## src/rtl/spi_host_cmd_arb_if.sv

```systemverilog
// rtl/spi_host_cmd_arb_if.sv - handshake and command bundle shared by requesters, the arbiter and the SPI host
//
// Parameters:
//   NumReq : number of requesters (2..8)
//   MaxCS  : number of chip selects; chip-select index width is max(1, clog2(MaxCS))
//
// Signals (arbiter view, modport slave):
//   req_valid_i / req_ready_o : per-requester command handshake
//   req_csid_i, req_len_i, req_dir_i, req_speed_i, req_csaat_i : per-requester command fields, packed
//   req_done_o                : per-requester segment-complete pulse
//   cmd_valid_o / cmd_ready_i : command handshake towards the SPI host
//   cmd_csid_o .. cmd_csaat_o : forwarded fields of the granted requester
//   seg_done_i                : SPI host pulse, issued segment finished on the wire
//   abort_i                   : software abort, releases any lock
//   busy_o, owner_o, lock_timeout_o : status
// The master modport is the mirror image, used by whatever drives the requesters and the host side.
interface spi_host_cmd_arb_if #(
  parameter int NumReq = 3,
  parameter int MaxCS  = 1
);
  localparam int CsIdW = (MaxCS > 1) ? $clog2(MaxCS) : 1;
  localparam int OwnW  = $clog2(NumReq);

  logic [NumReq-1:0]       req_valid_i;
  logic [NumReq-1:0]       req_ready_o;
  logic [NumReq*CsIdW-1:0] req_csid_i;
  logic [NumReq*9-1:0]     req_len_i;
  logic [NumReq*2-1:0]     req_dir_i;
  logic [NumReq*2-1:0]     req_speed_i;
  logic [NumReq-1:0]       req_csaat_i;
  logic [NumReq-1:0]       req_done_o;

  logic                    cmd_valid_o;
  logic                    cmd_ready_i;
  logic [CsIdW-1:0]        cmd_csid_o;
  logic [8:0]              cmd_len_o;
  logic [1:0]              cmd_dir_o;
  logic [1:0]              cmd_speed_o;
  logic                    cmd_csaat_o;
  logic                    seg_done_i;

  logic                    abort_i;
  logic                    busy_o;
  logic [OwnW-1:0]         owner_o;
  logic                    lock_timeout_o;

  modport slave (
    input  req_valid_i, req_csid_i, req_len_i, req_dir_i, req_speed_i, req_csaat_i,
    input  cmd_ready_i, seg_done_i, abort_i,
    output req_ready_o, req_done_o,
    output cmd_valid_o, cmd_csid_o, cmd_len_o, cmd_dir_o, cmd_speed_o, cmd_csaat_o,
    output busy_o, owner_o, lock_timeout_o
  );

  modport master (
    output req_valid_i, req_csid_i, req_len_i, req_dir_i, req_speed_i, req_csaat_i,
    output cmd_ready_i, seg_done_i, abort_i,
    input  req_ready_o, req_done_o,
    input  cmd_valid_o, cmd_csid_o, cmd_len_o, cmd_dir_o, cmd_speed_o, cmd_csaat_o,
    input  busy_o, owner_o, lock_timeout_o
  );
endinterface

```

## src/rtl/spi_host_cmd_arb.sv

```systemverilog
// rtl/spi_host_cmd_arb.sv - round-robin arbiter sharing one SPI host command port between requesters
//
// Grants one requester at a time, forwards its command to the SPI host, waits for the segment
// to finish and, when the segment asked to keep chip-select asserted (csaat), keeps the port
// locked to that requester until it sends a final segment, software aborts, or (optionally)
// the lock times out.
//
// Ports:
//   clk_i : clock
//   rst_i : asynchronous active-high reset
//   bus   : spi_host_cmd_arb_if.slave (requester handshakes/fields, SPI host command, status)
//
// Optional feature macro: SPI_HOST_CMD_ARB_TIMEOUT_EN
//   defined   : a LOCKED state with the owner idle for TimeoutCycles cycles is force-released
//               and lock_timeout_o pulses for one cycle.
//   undefined : no timeout counter, lock_timeout_o is constant 0.
module spi_host_cmd_arb #(
  parameter int NumReq        = 3,
  parameter int MaxCS         = 1,
  parameter int TimeoutCycles = 256
) (
  input  logic              clk_i,
  input  logic              rst_i,
  spi_host_cmd_arb_if.slave bus
);

  localparam int CsIdW = (MaxCS > 1) ? $clog2(MaxCS) : 1;
  localparam int OwnW  = $clog2(NumReq);

  if (NumReq < 2 || NumReq > 8 || TimeoutCycles < 1) begin : g_bad_param
    $error("spi_host_cmd_arb: parameter out of range");
  end

  typedef enum logic [1:0] {
    IDLE,
    ISSUE,
    BUSY,
    LOCKED
  } state_e;

  state_e            state_q;
  logic [OwnW-1:0]   rr_q;
  logic [OwnW-1:0]   owner_q;
  logic              csaat_q;
  logic              abort_q;
  logic              cmd_valid_q;
  logic              busy_q;

  logic              grant_found;
  logic [OwnW-1:0]   grant_idx;
  logic [OwnW-1:0]   nxt_rr;
  logic [NumReq-1:0] owner_oh;

  // First valid requester at or after rr_q, wrapping at NumReq.
  always_comb begin : p_arb
    int j;
    logic [OwnW-1:0] idx;
    grant_found = 1'b0;
    grant_idx   = rr_q;
    j           = 0;
    idx         = '0;
    for (int i = 0; i < NumReq; i++) begin
      j = int'(rr_q) + i;
      if (j >= NumReq) begin
        j = j - NumReq;
      end
      idx = OwnW'(j);
      if (!grant_found && bus.req_valid_i[idx]) begin
        grant_found = 1'b1;
        grant_idx   = idx;
      end
    end
  end

  // Round-robin pointer after a release: one past the releasing owner.
  assign nxt_rr   = (owner_q == OwnW'(NumReq - 1)) ? '0 : owner_q + 1'b1;
  assign owner_oh = {{(NumReq-1){1'b0}}, 1'b1} << owner_q;

`ifdef SPI_HOST_CMD_ARB_TIMEOUT_EN
  localparam int CntW = (TimeoutCycles > 2) ? $clog2(TimeoutCycles) : 1;
  logic [CntW-1:0] cnt_q;
  logic            lock_timeout_q;
`endif

  always_ff @(posedge clk_i or posedge rst_i) begin
    if (rst_i) begin
      state_q     <= IDLE;
      rr_q        <= '0;
      owner_q     <= '0;
      csaat_q     <= 1'b0;
      abort_q     <= 1'b0;
      cmd_valid_q <= 1'b0;
      busy_q      <= 1'b0;
`ifdef SPI_HOST_CMD_ARB_TIMEOUT_EN
      cnt_q          <= '0;
      lock_timeout_q <= 1'b0;
`endif
    end else begin
`ifdef SPI_HOST_CMD_ARB_TIMEOUT_EN
      lock_timeout_q <= 1'b0;
`endif
      unique case (state_q)
        IDLE: begin
          abort_q <= 1'b0;
          // An abort while idle only moves the pointer; arbitration resumes next cycle.
          if (bus.abort_i) begin
            rr_q <= nxt_rr;
          end else if (grant_found) begin
            owner_q     <= grant_idx;
            state_q     <= ISSUE;
            cmd_valid_q <= 1'b1;
            busy_q      <= 1'b1;
          end
        end

        ISSUE: begin
          // Abort cannot cancel an offered command; remember it for the end of the segment.
          if (bus.abort_i) begin
            abort_q <= 1'b1;
          end
          if (bus.cmd_ready_i) begin
            csaat_q     <= bus.req_csaat_i[owner_q];
            state_q     <= BUSY;
            cmd_valid_q <= 1'b0;
          end
        end

        BUSY: begin
          if (bus.seg_done_i) begin
            if (csaat_q && !abort_q && !bus.abort_i) begin
              state_q <= LOCKED;
            end else begin
              state_q <= IDLE;
              rr_q    <= nxt_rr;
              abort_q <= 1'b0;
              busy_q  <= 1'b0;
            end
          end else if (bus.abort_i) begin
            abort_q <= 1'b1;
          end
        end

        LOCKED: begin
          if (bus.abort_i) begin
            state_q <= IDLE;
            rr_q    <= nxt_rr;
            abort_q <= 1'b0;
            busy_q  <= 1'b0;
`ifdef SPI_HOST_CMD_ARB_TIMEOUT_EN
            cnt_q   <= '0;
`endif
          end else if (bus.req_valid_i[owner_q]) begin
            // Owner continues its chained transaction; no re-arbitration.
            state_q     <= ISSUE;
            cmd_valid_q <= 1'b1;
`ifdef SPI_HOST_CMD_ARB_TIMEOUT_EN
            cnt_q       <= '0;
`endif
          end else begin
`ifdef SPI_HOST_CMD_ARB_TIMEOUT_EN
            if (cnt_q == CntW'(TimeoutCycles - 1)) begin
              state_q        <= IDLE;
              rr_q           <= nxt_rr;
              abort_q        <= 1'b0;
              busy_q         <= 1'b0;
              cnt_q          <= '0;
              lock_timeout_q <= 1'b1;
            end else begin
              cnt_q <= cnt_q + 1'b1;
            end
`endif
          end
        end
      endcase
    end
  end

  assign bus.cmd_valid_o = cmd_valid_q;
  assign bus.busy_o      = busy_q;
  assign bus.owner_o     = owner_q;

  // Ready and fields follow the owner combinationally while a command is offered.
  assign bus.req_ready_o = (cmd_valid_q && bus.cmd_ready_i) ? owner_oh : '0;
  assign bus.req_done_o  = ((state_q == BUSY) && bus.seg_done_i) ? owner_oh : '0;

  assign bus.cmd_csid_o  = cmd_valid_q ? bus.req_csid_i[int'(owner_q)*CsIdW +: CsIdW] : '0;
  assign bus.cmd_len_o   = cmd_valid_q ? bus.req_len_i[int'(owner_q)*9 +: 9]          : '0;
  assign bus.cmd_dir_o   = cmd_valid_q ? bus.req_dir_i[int'(owner_q)*2 +: 2]          : '0;
  assign bus.cmd_speed_o = cmd_valid_q ? bus.req_speed_i[int'(owner_q)*2 +: 2]        : '0;
  assign bus.cmd_csaat_o = cmd_valid_q ? bus.req_csaat_i[owner_q]                     : 1'b0;

`ifdef SPI_HOST_CMD_ARB_TIMEOUT_EN
  assign bus.lock_timeout_o = lock_timeout_q;
`else
  assign bus.lock_timeout_o = 1'b0;
`endif

  // Requesters must hold valid until accepted.
  a_valid_held : assert property (@(posedge clk_i) disable iff (rst_i)
    (state_q == ISSUE) |-> bus.req_valid_i[owner_q]);

  // The host only reports completion of a segment it is actually running.
  a_seg_done_in_busy : assert property (@(posedge clk_i) disable iff (rst_i)
    bus.seg_done_i |-> (state_q == BUSY));

endmodule

```

## src/flat_wrapper.sv

```systemverilog
// flat-port wrapper written by rule: the top's interface ports become plain ports
module spi_host_cmd_arb_flat 
#(
  parameter int NumReq        = 3,
  parameter int MaxCS         = 1,
  parameter int TimeoutCycles = 256
)
  (clk_i, rst_i, bus_req_valid_i, bus_req_csid_i, bus_req_len_i, bus_req_dir_i, bus_req_speed_i, bus_req_csaat_i, bus_cmd_ready_i, bus_seg_done_i, bus_abort_i, bus_req_ready_o, bus_req_done_o, bus_cmd_valid_o, bus_cmd_csid_o, bus_cmd_len_o, bus_cmd_dir_o, bus_cmd_speed_o, bus_cmd_csaat_o, bus_busy_o, bus_owner_o, bus_lock_timeout_o);
  spi_host_cmd_arb_if #(.NumReq(NumReq), .MaxCS(MaxCS)) bus_i ();
  input  logic clk_i;
  input  logic rst_i;
  input wire logic [$bits(bus_i.req_valid_i)-1:0] bus_req_valid_i;
  input wire logic [$bits(bus_i.req_csid_i)-1:0] bus_req_csid_i;
  input wire logic [$bits(bus_i.req_len_i)-1:0] bus_req_len_i;
  input wire logic [$bits(bus_i.req_dir_i)-1:0] bus_req_dir_i;
  input wire logic [$bits(bus_i.req_speed_i)-1:0] bus_req_speed_i;
  input wire logic [$bits(bus_i.req_csaat_i)-1:0] bus_req_csaat_i;
  input wire logic [$bits(bus_i.cmd_ready_i)-1:0] bus_cmd_ready_i;
  input wire logic [$bits(bus_i.seg_done_i)-1:0] bus_seg_done_i;
  input wire logic [$bits(bus_i.abort_i)-1:0] bus_abort_i;
  output wire logic [$bits(bus_i.req_ready_o)-1:0] bus_req_ready_o;
  output wire logic [$bits(bus_i.req_done_o)-1:0] bus_req_done_o;
  output wire logic [$bits(bus_i.cmd_valid_o)-1:0] bus_cmd_valid_o;
  output wire logic [$bits(bus_i.cmd_csid_o)-1:0] bus_cmd_csid_o;
  output wire logic [$bits(bus_i.cmd_len_o)-1:0] bus_cmd_len_o;
  output wire logic [$bits(bus_i.cmd_dir_o)-1:0] bus_cmd_dir_o;
  output wire logic [$bits(bus_i.cmd_speed_o)-1:0] bus_cmd_speed_o;
  output wire logic [$bits(bus_i.cmd_csaat_o)-1:0] bus_cmd_csaat_o;
  output wire logic [$bits(bus_i.busy_o)-1:0] bus_busy_o;
  output wire logic [$bits(bus_i.owner_o)-1:0] bus_owner_o;
  output wire logic [$bits(bus_i.lock_timeout_o)-1:0] bus_lock_timeout_o;
  assign bus_i.req_valid_i = bus_req_valid_i;
  assign bus_i.req_csid_i = bus_req_csid_i;
  assign bus_i.req_len_i = bus_req_len_i;
  assign bus_i.req_dir_i = bus_req_dir_i;
  assign bus_i.req_speed_i = bus_req_speed_i;
  assign bus_i.req_csaat_i = bus_req_csaat_i;
  assign bus_i.cmd_ready_i = bus_cmd_ready_i;
  assign bus_i.seg_done_i = bus_seg_done_i;
  assign bus_i.abort_i = bus_abort_i;
  assign bus_req_ready_o = bus_i.req_ready_o;
  assign bus_req_done_o = bus_i.req_done_o;
  assign bus_cmd_valid_o = bus_i.cmd_valid_o;
  assign bus_cmd_csid_o = bus_i.cmd_csid_o;
  assign bus_cmd_len_o = bus_i.cmd_len_o;
  assign bus_cmd_dir_o = bus_i.cmd_dir_o;
  assign bus_cmd_speed_o = bus_i.cmd_speed_o;
  assign bus_cmd_csaat_o = bus_i.cmd_csaat_o;
  assign bus_busy_o = bus_i.busy_o;
  assign bus_owner_o = bus_i.owner_o;
  assign bus_lock_timeout_o = bus_i.lock_timeout_o;
  spi_host_cmd_arb #(.NumReq(NumReq), .MaxCS(MaxCS), .TimeoutCycles(TimeoutCycles)) u_core (.clk_i(clk_i), .rst_i(rst_i), .bus(bus_i));
endmodule
```

## config.mk

```make
export PLATFORM = sky130hd
export DESIGN_NAME = spi_host_cmd_arb_flat
export DESIGN_NICKNAME = d
export VERILOG_FILES = /design/src/rtl/spi_host_cmd_arb_if.sv /design/src/rtl/spi_host_cmd_arb.sv /design/src/flat_wrapper.sv
export SDC_FILE = /design/constraint.sdc
export NUM_CORES = 1
export LEC_CHECK = 0
export CORE_UTILIZATION = 59
export CTS_BUF_LIST = sky130_fd_sc_hd__clkbuf_16
export CTS_CLUSTER_SIZE = 24
export DETAILED_ROUTE_END_ITERATION = 8
export DONT_BUFFER_PORTS = 1
export PLACE_DENSITY = 0.75
export SYNTH_ARGS = -nofsm -noshare
export SYNTH_HDL_FRONTEND = slang
export SYNTH_SLANG_ARGS = --single-unit
export TNS_END_PERCENT = 100
```

## constraint.sdc

```tcl
create_clock -name clk_i -period 2.4 [get_ports clk_i]
set_input_delay 0.36 -clock clk_i [delete_from_list [all_inputs] [get_ports clk_i]]
set_output_delay 0.36 -clock clk_i [all_outputs]
set_load 0.03 [all_outputs]
```

Word level (Yosys, flattened, before mapping)
Cells that the tools add are included.
{ "op_classes": {"addsub": 6, "mul": 1, "magnitude_cmp": 7, "n_eq_ne": 15, "shift": 5, "mux": 52, "n_bitwise": 1, "reduce_logical": 22} }
{ "op_table": {"columns": ["op", "count"], "rows": [
  ["2-to-1 mux 2 bit", 19],
  ["indexed part select 27 x 32 -> 9 bit", 1],
  ["2-to-1 mux 1 bit", 20],
  ["< comparator 2 x 3 -> 1 bit (second input constant)", 4],
  ["!= test 2 bit (second input constant)", 6],
  ["AND reduction 6 bit", 2],
  ["indexed part select 6 x 4 -> 2 bit", 2],
  ["binary-select mux 1 bit (select 2 bit)", 5],
  ["2-to-1 mux 9 bit", 1],
  ["one-hot mux 2 bit (4 select lines)", 1],
  ["equality test 2 bit (second input constant)", 3],
  ["greater-or-equal comparator 3 x 2 -> 1 bit (second input constant)", 2],
  ["logical AND 1 bit", 6],
  ["multiplier 2 x 4 -> 6 bit (second input constant)", 1],
  ["2-to-1 mux 3 bit", 2],
  ["!= test 2 x 1 -> 1 bit (second input constant)", 3],
  ["one-hot mux 1 bit (3 select lines)", 2],
  ["nonzero test 3 bit", 2],
  ["AND reduction 5 bit", 1],
  ["zero test 1 bit", 4],
  ["one-hot mux 1 bit (4 select lines)", 1],
  ["one-hot mux 2 bit (2 select lines)", 1],
  ["AND reduction 2 bit", 2],
  ["AND reduction 4 bit", 1],
  ["16 further kinds", 17]
]} }
{ "totals": {"register_bits": 10, "input_bits": 53, "out_inout_bits": 26, "word_cells": 116} }

Depth between registers and ports, before layout
Gate-level depths: netlist (run 1).
{ "logic_depth": {"depth_word": 14, "ltp_mapped": 7} }

Worst setup path before layout (run 1)
No wires, ideal clock.
{ "synth_path": {"path_kind": "register to output", "from": "register u_core.owner_q[0] (netlist: u_core.bus.owner_o[0])", "to": "output bus_cmd_dir_o[0]", "t_arrival_ns": 1.760, "slack_ns": 0.280, "path_stages_with_launch": 7, "n_path_buf": 2, "cell_sequence": "dfrtp_1 clkbuf_1 clkbuf_1 mux2i_1 nor2_1 a21oi_1 nor2_1"} }
{ "synth_between": {"elab_chain_len": 2} }
{ "synth_lines": {"columns": ["element", "line_no", "text"], "rows": [
  ["from (decl)", "spi_host_cmd_arb.sv:43", "logic [OwnW-1:0] owner_q;"],
  ["from (signal assigned)", "spi_host_cmd_arb.sv:109", "owner_q <= grant_idx;"],
  ["indexed part select 6 x 4 -> 2 bit", "spi_host_cmd_arb.sv:188", "assign bus.cmd_dir_o = cmd_valid_q ? bus.req_dir_i[int'(owner_q)*2 +: 2] : '0;"],
  ["2-to-1 mux 2 bit", "spi_host_cmd_arb.sv:188", null],
  ["to (decl)", "flat_wrapper.sv:26", "output wire logic [$bits(bus_i.cmd_dir_o)-1:0] bus_cmd_dir_o;"]
]} }
Every way passes these cells.

Worst setup path in the final report (run 1)
{ "layout_path": {"from": "register u_core.rr_q[0]", "to": "register u_core.state_q[1]"} }
{ "layout_between": {"elab_chain_len": 13, "word_cells_on_any_way": 26, "classes_between": "add/sub: 5; order compare: 3; eq/ne: 1; mux: 12; reduce/logical: 5"} }
{ "layout_lines": {"columns": ["element", "line_no", "text"], "rows": [
  ["from (decl)", "spi_host_cmd_arb.sv:42", "logic [OwnW-1:0] rr_q;"],
  ["from (signal assigned)", "spi_host_cmd_arb.sv:107", "rr_q <= nxt_rr;"],
  ["from (signal assigned)", "spi_host_cmd_arb.sv:134", "rr_q <= nxt_rr;"],
  ["from (signal assigned)", "spi_host_cmd_arb.sv:146", "rr_q <= nxt_rr;"],
  ["parallel branches: the longest is 10 deep, another holds adder 2 x 1 -> 3 bit", null, null],
  ["2-to-1 mux 1 bit (*)", "spi_host_cmd_arb.sv:68", "if (!grant_found && bus.req_valid_i[idx]) begin"],
  ["!= test 2 x 1 -> 1 bit (no line) (*)", null, null],
  ["AND reduction 5 bit (no line) (*)", null, null],
  ["to (signal assigned)", "spi_host_cmd_arb.sv:87", "state_q <= IDLE;"],
  ["to (signal assigned)", "spi_host_cmd_arb.sv:110", "state_q <= ISSUE;"],
  ["to (signal assigned)", "spi_host_cmd_arb.sv:123", "state_q <= BUSY;"],
  ["to (decl)", "spi_host_cmd_arb.sv:41", "state_e state_q;"]
]} }
Every way passes the cells marked *. The select of a mux whose other input is x is not followed.
A chain may end at the register's enable or synchronous reset.

==> results by group, run 1 <==
Status
  • Status: finished with violations
  • Violated checks: hold timing

Timing
  • Period minus WS final: 2.20 ns
  • Slew Limit Fails: 0
  • TNS Setup: 0 ns
  • Worst-Margin Slew: 0.604 ns
  • Unrepaired setup endpoints after global routing: no
  • Slew HR: 0.594
  • Hold WS: -0.00818 ns
  • Period utilisation layout: 0.915
  • Layout Skew: 0.000908 ns
  • Fmax: 455 MHz
  • Final Hold Violating Endpoints: 10
  • Endpoints failing setup: 0
  • Final WS setup: between 0.2 and 0.25 ns

Worst setup path
  • Critical path cell sequence: inv_1 > ha_1 > nand2_1 > o22a_2 > and4_4 > or3_4 > o31ai_1
  • Reg-to-reg slack, setup: ~0.2 ns
  • Crit path launch type: register
  • Reg2reg start: u_core.rr_q[0]
  • Crit path max fanout: 6
  • Critical path type: reg2reg
  • Reg2Reg Capture Point: u_core.state_q[1]
  • CP Buf/Inv Count: 1
  • Worst path top cell family by delay: simple AND/OR/NAND/NOR gates
  • Slowest cell on crit path: dfrtp_1
  • Element type at the critical path end: register
  • Worst Reg-to-Reg Cells: 7
  • WP data arrival: roughly 2.3 ns
  • Worst EP required: ~2.5 ns
  • Crit-path max cell delay: about 0.4 ns

Job
  • Max-cap violation count: 0

Layout
  • FF/Latch Area: roughly 250 sq um
  • Utilization after layout: 0.766
  • Share of cells above drive strength 1: 0.203
  • Ant. Diodes: 0
  • Nets: between 200 and 300
  • # fillers: 127
  • Most frequent cells in the layout: 40 x nor2_1, 24 x buf_4, 22 x mux2i_1, 18 x a21oi_1
  • Multi-input gate area: 972 sq um
  • Commonest non-fill, non-tap cell in the layout: nor2_1
  • Area delta synth->final: 19.5%

Logic synthesis
  • Syn avg cell area: 7.49 sq um
  • Post-synth cell types: 38
  • Prevailing post-synth register cell: dfrtp_1
  • Simple-Gate Fraction of Synth Area: 0.251
  • Post-Synth Adder-Cell Area: 0.0965
  • Synth Area in XOR/XNOR: 0
  • Post-Syn Instances: 173
  • Post-Syn Area: 1300 sq um
  • YS warnings: 0
  • Post-synthesis mux area share: 0.196
  • Ys async rst share: 1.00
  • Largest family of logic cells by synthesized area: simple AND/OR/NAND/NOR gates
  • Compound-cell area share of the yosys netlist: 0.204
  • Register bit total from synthesis: 10
  • Sequential-to-total area share from yosys stat: 0.193
  • Post-Syn Nets: 236
  • Number of synthesized flops with an enable pin: 0

Detailed routing
  • ANT nets after route: 0
  • Final wirelength: 3670 microns
  • Initial DRC Count: 53
  • Avg WL per Cell: 16.8 microns
  • Vias: 1,364
  • Vias per cell: 6.23
  • DRC Markers: 0
  • Pre-Repair DR Iteration Count: 4

Die
  • Die Wd: 48.9 microns
  • Total die area: 2390 sq um
  • CORE AREA: around 2000 sq um
  • Starting Density: 0.641
  • Die height: just under 50 microns
  • Placement Rows: 16
  • # IOs: 79

Global route
  • Vias in the first global route: 1,274
  • Grt total ovfl: 0
  • GRT Total Usage: 0.316
  • Pin count of the biggest net entering global routing: 25
  • First-pass GRT wire length: 5850 microns
  • Initial antenna violation count: 0

Power
  • Final total power: 2.58 mW
  • Pleak: 0.749 nW
  • Worst VDD drop: 1340 uV
  • Pwr per Cell Area: 1660 nW/um^2

Clock network
  • CTS Buf Count: 3
  • TritonCTS clock tree: built
  • CTS Root Cell: clkbuf_16
  • CTS HTree Levels: 1
  • Post_cts resized: 0
  • CTS clk-pin slew, worst paths: around 0.04 ns
  • Post-CTS Hold Buffers: 0
  • Setup bufs post-CTS: 0
  • Clk buf depth: 2
  • Sink Count: 10
  • Clock insertion delay at the later pin of the skew report: approximately 0.24 ns

Placed design
  • IO buf count: 0
  • GPL Wtd Cong: approximately 1.0
  • DPL Wire Length: 2760 microns
  • Worst slack, placed: 0.246 ns

Worst hold path
  • Hold WC Path Type: in2async
## kinds of logic after synthesis
family / Yosys count
flops: 10
other cells: 1
buf+inv: 18
mux: 25
compound gates: 41
fa+ha+maj: 10
simple gates: 68
## metrics by stage
| step | area, sq um | cells |
|---|---|---|
| 2_1_floorplan | 1300 | 173 |
| 3_5_place_dp | 1470 | 215 |
| 6_report | 1550 | 219 |
| 5_1_grt | 1550 | 219 |
| 4_1_cts | 1550 | 219 |
| 3_3_place_gp | 1470 | 215 |
## sequential cells by signal (all words and copies together) (netlist names)
register / cells
u_core.abort_q: 1
u_core.bus.busy_o: 1
u_core.bus.cmd_valid_o: 1
u_core.bus.owner_o: 2
u_core.csaat_q: 1
u_core.rr_q: 2
u_core.state_q: 2
## power breakdown
part	total (mW)	switching (mW)	internal (mW)	leakage (nW)
Sequential	0.361	0.108	0.253	0.122
Clock	0.307	0.0876	0.219	0.0385
Combinational	1.91	1.16	0.748	0.589
## cell type report
cell class | count | share of cell area
Clock buffer | 3 | 0.0485
Clock inverter | 1 | 0.00242
Multi-Input combinational cell | 145 | 0.628
Tap cell | 27 | 0.0218
Timing Repair Buffer | 24 | 0.116
Sequential cell | 10 | 0.162
Inverter | 9 | 0.0218
## synthesized netlist by cell type (all sizes together), types with 5 or more instances
library cell | number | area share
nor2 | 40 | 0.12
mux2i | 22 | 0.17
a21oi | 19 | 0.076
dfrtp | 10 | 0.19
ha | 10 | 0.097
inv | 9 | 0.026
nand2 | 8 | 0.023
clkbuf | 6 | 0.017
o21ai | 5 | 0.019
## routing by layer
layer	track usage	wire length, microns
met5	0	0
met4	0.0980	71
met3	0.0343	268
met2	0.574	1880
met1	0.387	1460
## worst max path at each step
stage / startpoint / end / cells past startpoint
floorplan: u_core.bus.owner_o[0] / bus_cmd_dir_o[0] / 6
global placement: u_core.rr_q[1] / u_core.bus.owner_o[0] / 7
detailed placement: u_core.rr_q[0] / u_core.state_q[1] / 7
CTS: u_core.rr_q[0] / u_core.state_q[1] / 7
global route: u_core.rr_q[1] / u_core.bus.owner_o[1] / 7
finish: u_core.rr_q[0] / u_core.state_q[1] / 7
No activity file was read; power rests on OpenSTA's default activity.
==> inputs of run 2 (changes only) <==
--- a/config.mk
+++ b/config.mk
@@ -5,12 +5,15 @@
 export SDC_FILE = /design/constraint.sdc
 export NUM_CORES = 1
 export LEC_CHECK = 0
+export ABC_AREA = 1
+export CORE_ASPECT_RATIO = 1.25
 export CORE_UTILIZATION = 59
 export CTS_BUF_LIST = sky130_fd_sc_hd__clkbuf_16
 export CTS_CLUSTER_SIZE = 24
 export DETAILED_ROUTE_END_ITERATION = 8
 export DONT_BUFFER_PORTS = 1
 export PLACE_DENSITY = 0.75
+export REMOVE_ABC_BUFFERS = 1
 export SYNTH_ARGS = -nofsm -noshare
 export SYNTH_HDL_FRONTEND = slang
 export SYNTH_SLANG_ARGS = --single-unit
==> run 2 against run 1 <==
The flow still finishes with violations (hold timing); synthesized cell count up 48%; global-route usage down 2.4 points; worst hold slack better by 0.0050 ns; die area up 12%; via count up 21%; total power down 3.4%; combinational power down 5%; wire length up 6.0%; critical path type is now reg2out; critical endpoint is now bus_cmd_len_o[1].
==> results by group, run 2 <==
Logic synthesis
  • Register bit total from synthesis: 10 (unchanged)
  • Prevailing post-synth register cell: dfrtp_1
  • Post-Syn Instances: 256 (+48%)
  • Synth area leader: nand2_1
  • Post-Syn Area: 1450 sq um (+12%)
  • Yosys top cell area share: 0.230 (+0.0371)
  • Number of synthesized flops with an enable pin: 0 (unchanged)
  • YS warnings: 0 (unchanged)
  • Ys async rst share: 1.00 (unchanged)
  • Area contributors post-synth: nand2_1 23%, dfrtp_1 17%, nand3_1 17%, inv_1 9.3%, ha_1 8.6%
  • Most numerous cell in the Yosys netlist: nand2_1
  • Post-synth cell types: 24 (-37%)
  • Syn avg cell area: 5.67 sq um (-24%)
  • Sequential-to-total area share from yosys stat: 0.172 (-0.0206)
  • Synth cell count leaders: 89 x nand2_1, 49 x nand3_1, 36 x inv_1

Clock network
  • Post-CTS Hold Buffers: 0 (unchanged)
  • CTS Buf Count: 3 (unchanged)
  • Clk buf depth: 2 (unchanged)
  • Sink Count: 10 (unchanged)
  • CTS HTree Levels: 1 (unchanged)
  • CTS clk-pin slew, worst paths: 0.04 ns (about the same)
  • TritonCTS clock tree: built
  • Post_cts resized: 0 (unchanged)
  • CTS Root Cell: clkbuf_16
  • Setup bufs post-CTS: 0 (unchanged)
  • Clock insertion delay at the later pin of the skew report: 0.23 ns (about the same)

Worst setup path
  • CP Capture Point: bus_cmd_len_o[1]
  • Crit path launch type: register
  • WP data arrival: 1.77 ns (-0.55 ns)
  • CP Launch Point: u_core.bus.owner_o[0]
  • Reg-to-reg slack, setup: 0.59 ns (+0.39 ns)
  • Element type at the critical path end: output pin
  • Worst EP required: 2.04 ns (-0.48 ns)
  • Reg2reg start: u_core.rr_q[0]
  • Reg2Reg Capture Point: u_core.bus.owner_o[1]
  • Crit path max fanout: 15 (+9)
  • Worst Reg-to-Reg Cells: 11 (+4)
  • Critical path type: reg2out

Detailed routing
  • Pre-Repair DR Iteration Count: 4 (unchanged)
  • Final wirelength: 3890 microns (+6.0%)
  • Vias: 1,656 (+21%)
  • ANT nets after route: 0 (unchanged)
  • Vias per cell: 5.75 (-7.7%)
  • Initial DRC Count: 65 (+23%)
  • Avg WL per Cell: 13.5 microns (-19%)
  • DRC Markers: 0 (unchanged)

Global route
  • First-pass GRT wire length: 5950 microns (+1.8%)
  • Pin count of the biggest net entering global routing: 18 (-28%)
  • Grt total ovfl: 0 (unchanged)
  • Initial antenna violation count: 0 (unchanged)
  • GRT Total Usage: 0.292 (-0.0241)
  • Vias in the first global route: 1,446 (+14%)

Timing
  • Layout Skew: 0.00371 ns (+0.00281 ns)
  • Worst-Margin Slew: 0.571 ns (-0.0334 ns)
  • Final Hold Violating Endpoints: 5 (-5)
  • Endpoints failing setup: 0 (unchanged)
  • Slew HR: 0.618 (+0.0240)
  • TNS Setup: 0 ns (unchanged)
  • Period utilisation layout: 0.886 (-0.0292)
  • Slew Limit Fails: 0 (unchanged)
  • Unrepaired setup endpoints after global routing: no
  • Fmax: 471 MHz (+3.3%)
  • Hold WS: -0.00319 ns (+0.00498 ns)
  • Period minus WS final: 2.13 ns (-0.0701 ns)
  • Final WS setup: 0.275 ns (+0.0701 ns)

Layout
  • Area delta synth->final: 7.84%
  • Commonest non-fill, non-tap cell in the layout: nand2_1
  • FF/Latch Area: 250 sq um (unchanged)
  • Multi-input gate area: 1010 sq um (+3.5%)
  • Most frequent cells in the layout: 89 x nand2_1, 49 x nand3_1, 36 x inv_1, 17 x nor2_1
  • Share of cells above drive strength 1: 0.117 (-0.0864)
  • # fillers: 207 (+63%)
  • Post-Layout Cell Count: 288 (+32%)
  • Fin area: 1570 sq um (+1.0%)
  • Ant. Diodes: 0 (unchanged)
  • Nets: 322 (+26%)

Status
  • Status: finished with violations
  • Violated checks: hold timing

Power
  • Switching Fraction: 0.603 (+0.0766)
  • Pleak: 0.922 nW (+23%)
  • Logic gate share of total power: 0.725 (-0.016)
  • Final total power: 2.49 mW (-3.4%)
  • Seq pwr share: 0.160 (+0.020)
  • Pwr per Cell Area: 1590 nW/um^2 (-4.4%)
  • Switching power: 1.50 mW (+11%)
  • Internal power: 988 uW (-19%)
  • Clk pwr share: 0.115 (-0.004)
  • Worst VDD drop: 1100 uV (-18%)

Die
  • CORE AREA: 2260 sq um (+12%)
  • Placement Rows: 19 (+3)
  • Total die area: 2660 sq um (+12%)
  • # IOs: 79 (unchanged)
  • Die Wd: 46.4 microns (-5.1%)
  • Die height: 57.5 microns (+18%)
  • Starting Density: 0.643 (+0.00157)

Placed design
  • GPL Wtd Cong: 0.901 (-9.9%)
  • Worst slack, placed: 0.538 ns (+0.292 ns)
  • Cell Area, Placed: 1490 sq um (+1.4%)
  • Placed insts: 285 (+33%)
  • DPL Wire Length: 2980 microns (+7.7%)
  • IO buf count: 0 (unchanged)

Job
  • Max-cap violation count: 0 (unchanged)

Worst hold path
  • Hold WC Path Type: in2async
-- run 2: how the worst min path moves through the flow --
stage | from | to | cells past startpoint
floorplan | rst_i | u_core.abort_q | 1
global placement | rst_i | u_core.bus.busy_o | 1
detailed placement | rst_i | u_core.bus.busy_o | 1
CTS | rst_i | u_core.bus.busy_o | 1
global route | rst_i | u_core.bus.busy_o | 1
finish | rst_i | u_core.bus.busy_o | 1
-- run 2: area by class of cell --
type | instances | area share
clock buffers | 3 | 0.0480
flip-flops and latches | 10 | 0.160
multi-input cells | 198 | 0.643
inverters | 40 | 0.0959
repair buffers | 6 | 0.0288
well taps | 31 | 0.0248
-- run 2: metrics by stage --
stage	utilization	hold WS (ns)
global placement	0.660	0.251
detailed placement	0.660	0.258
CTS	0.693	0.0114
floorplan	-	0.200
global route	0.693	0.0258
finish	0.693	-0.00319
-- run 2: power by group through the flow --
stage	registers [mW]	logic, mW	clock network, mW
4_1_cts	0.397	1.80	0.287
2_1_floorplan	0.423	1.43	0
3_5_place_dp	0.398	1.78	0
3_3_place_gp	0.391	1.71	0
6_report	0.398	1.81	0.287
5_1_grt	0.413	2.02	0.293
-- run 2: cell families after synthesis --
kind of cell    share of synthesized area
buf+inv                             0.134
other cells                       0.00258
fa+ha+maj                          0.0862
simple gates                        0.534
compound gates                     0.0621
mux                               0.00776
flops                               0.172
-- run 2: critical path, stage by stage, from the launching register on --
cell	delay, ns
dfrtp_1	0.69
nand2_2	0.14
inv_2	0.24
nand2_1	0.10
nand3_1	0.08
nand2_1	0.05
inv_1	0.21
-- run 2: layer usage --
layer  part of all wire  up-vias  track usage
li1                   -      800            -
met1               0.41      751        0.338
met2               0.49       95        0.516
met3              0.083       10       0.0506
met4              0.020        0       0.0966
met5                  0        -            0
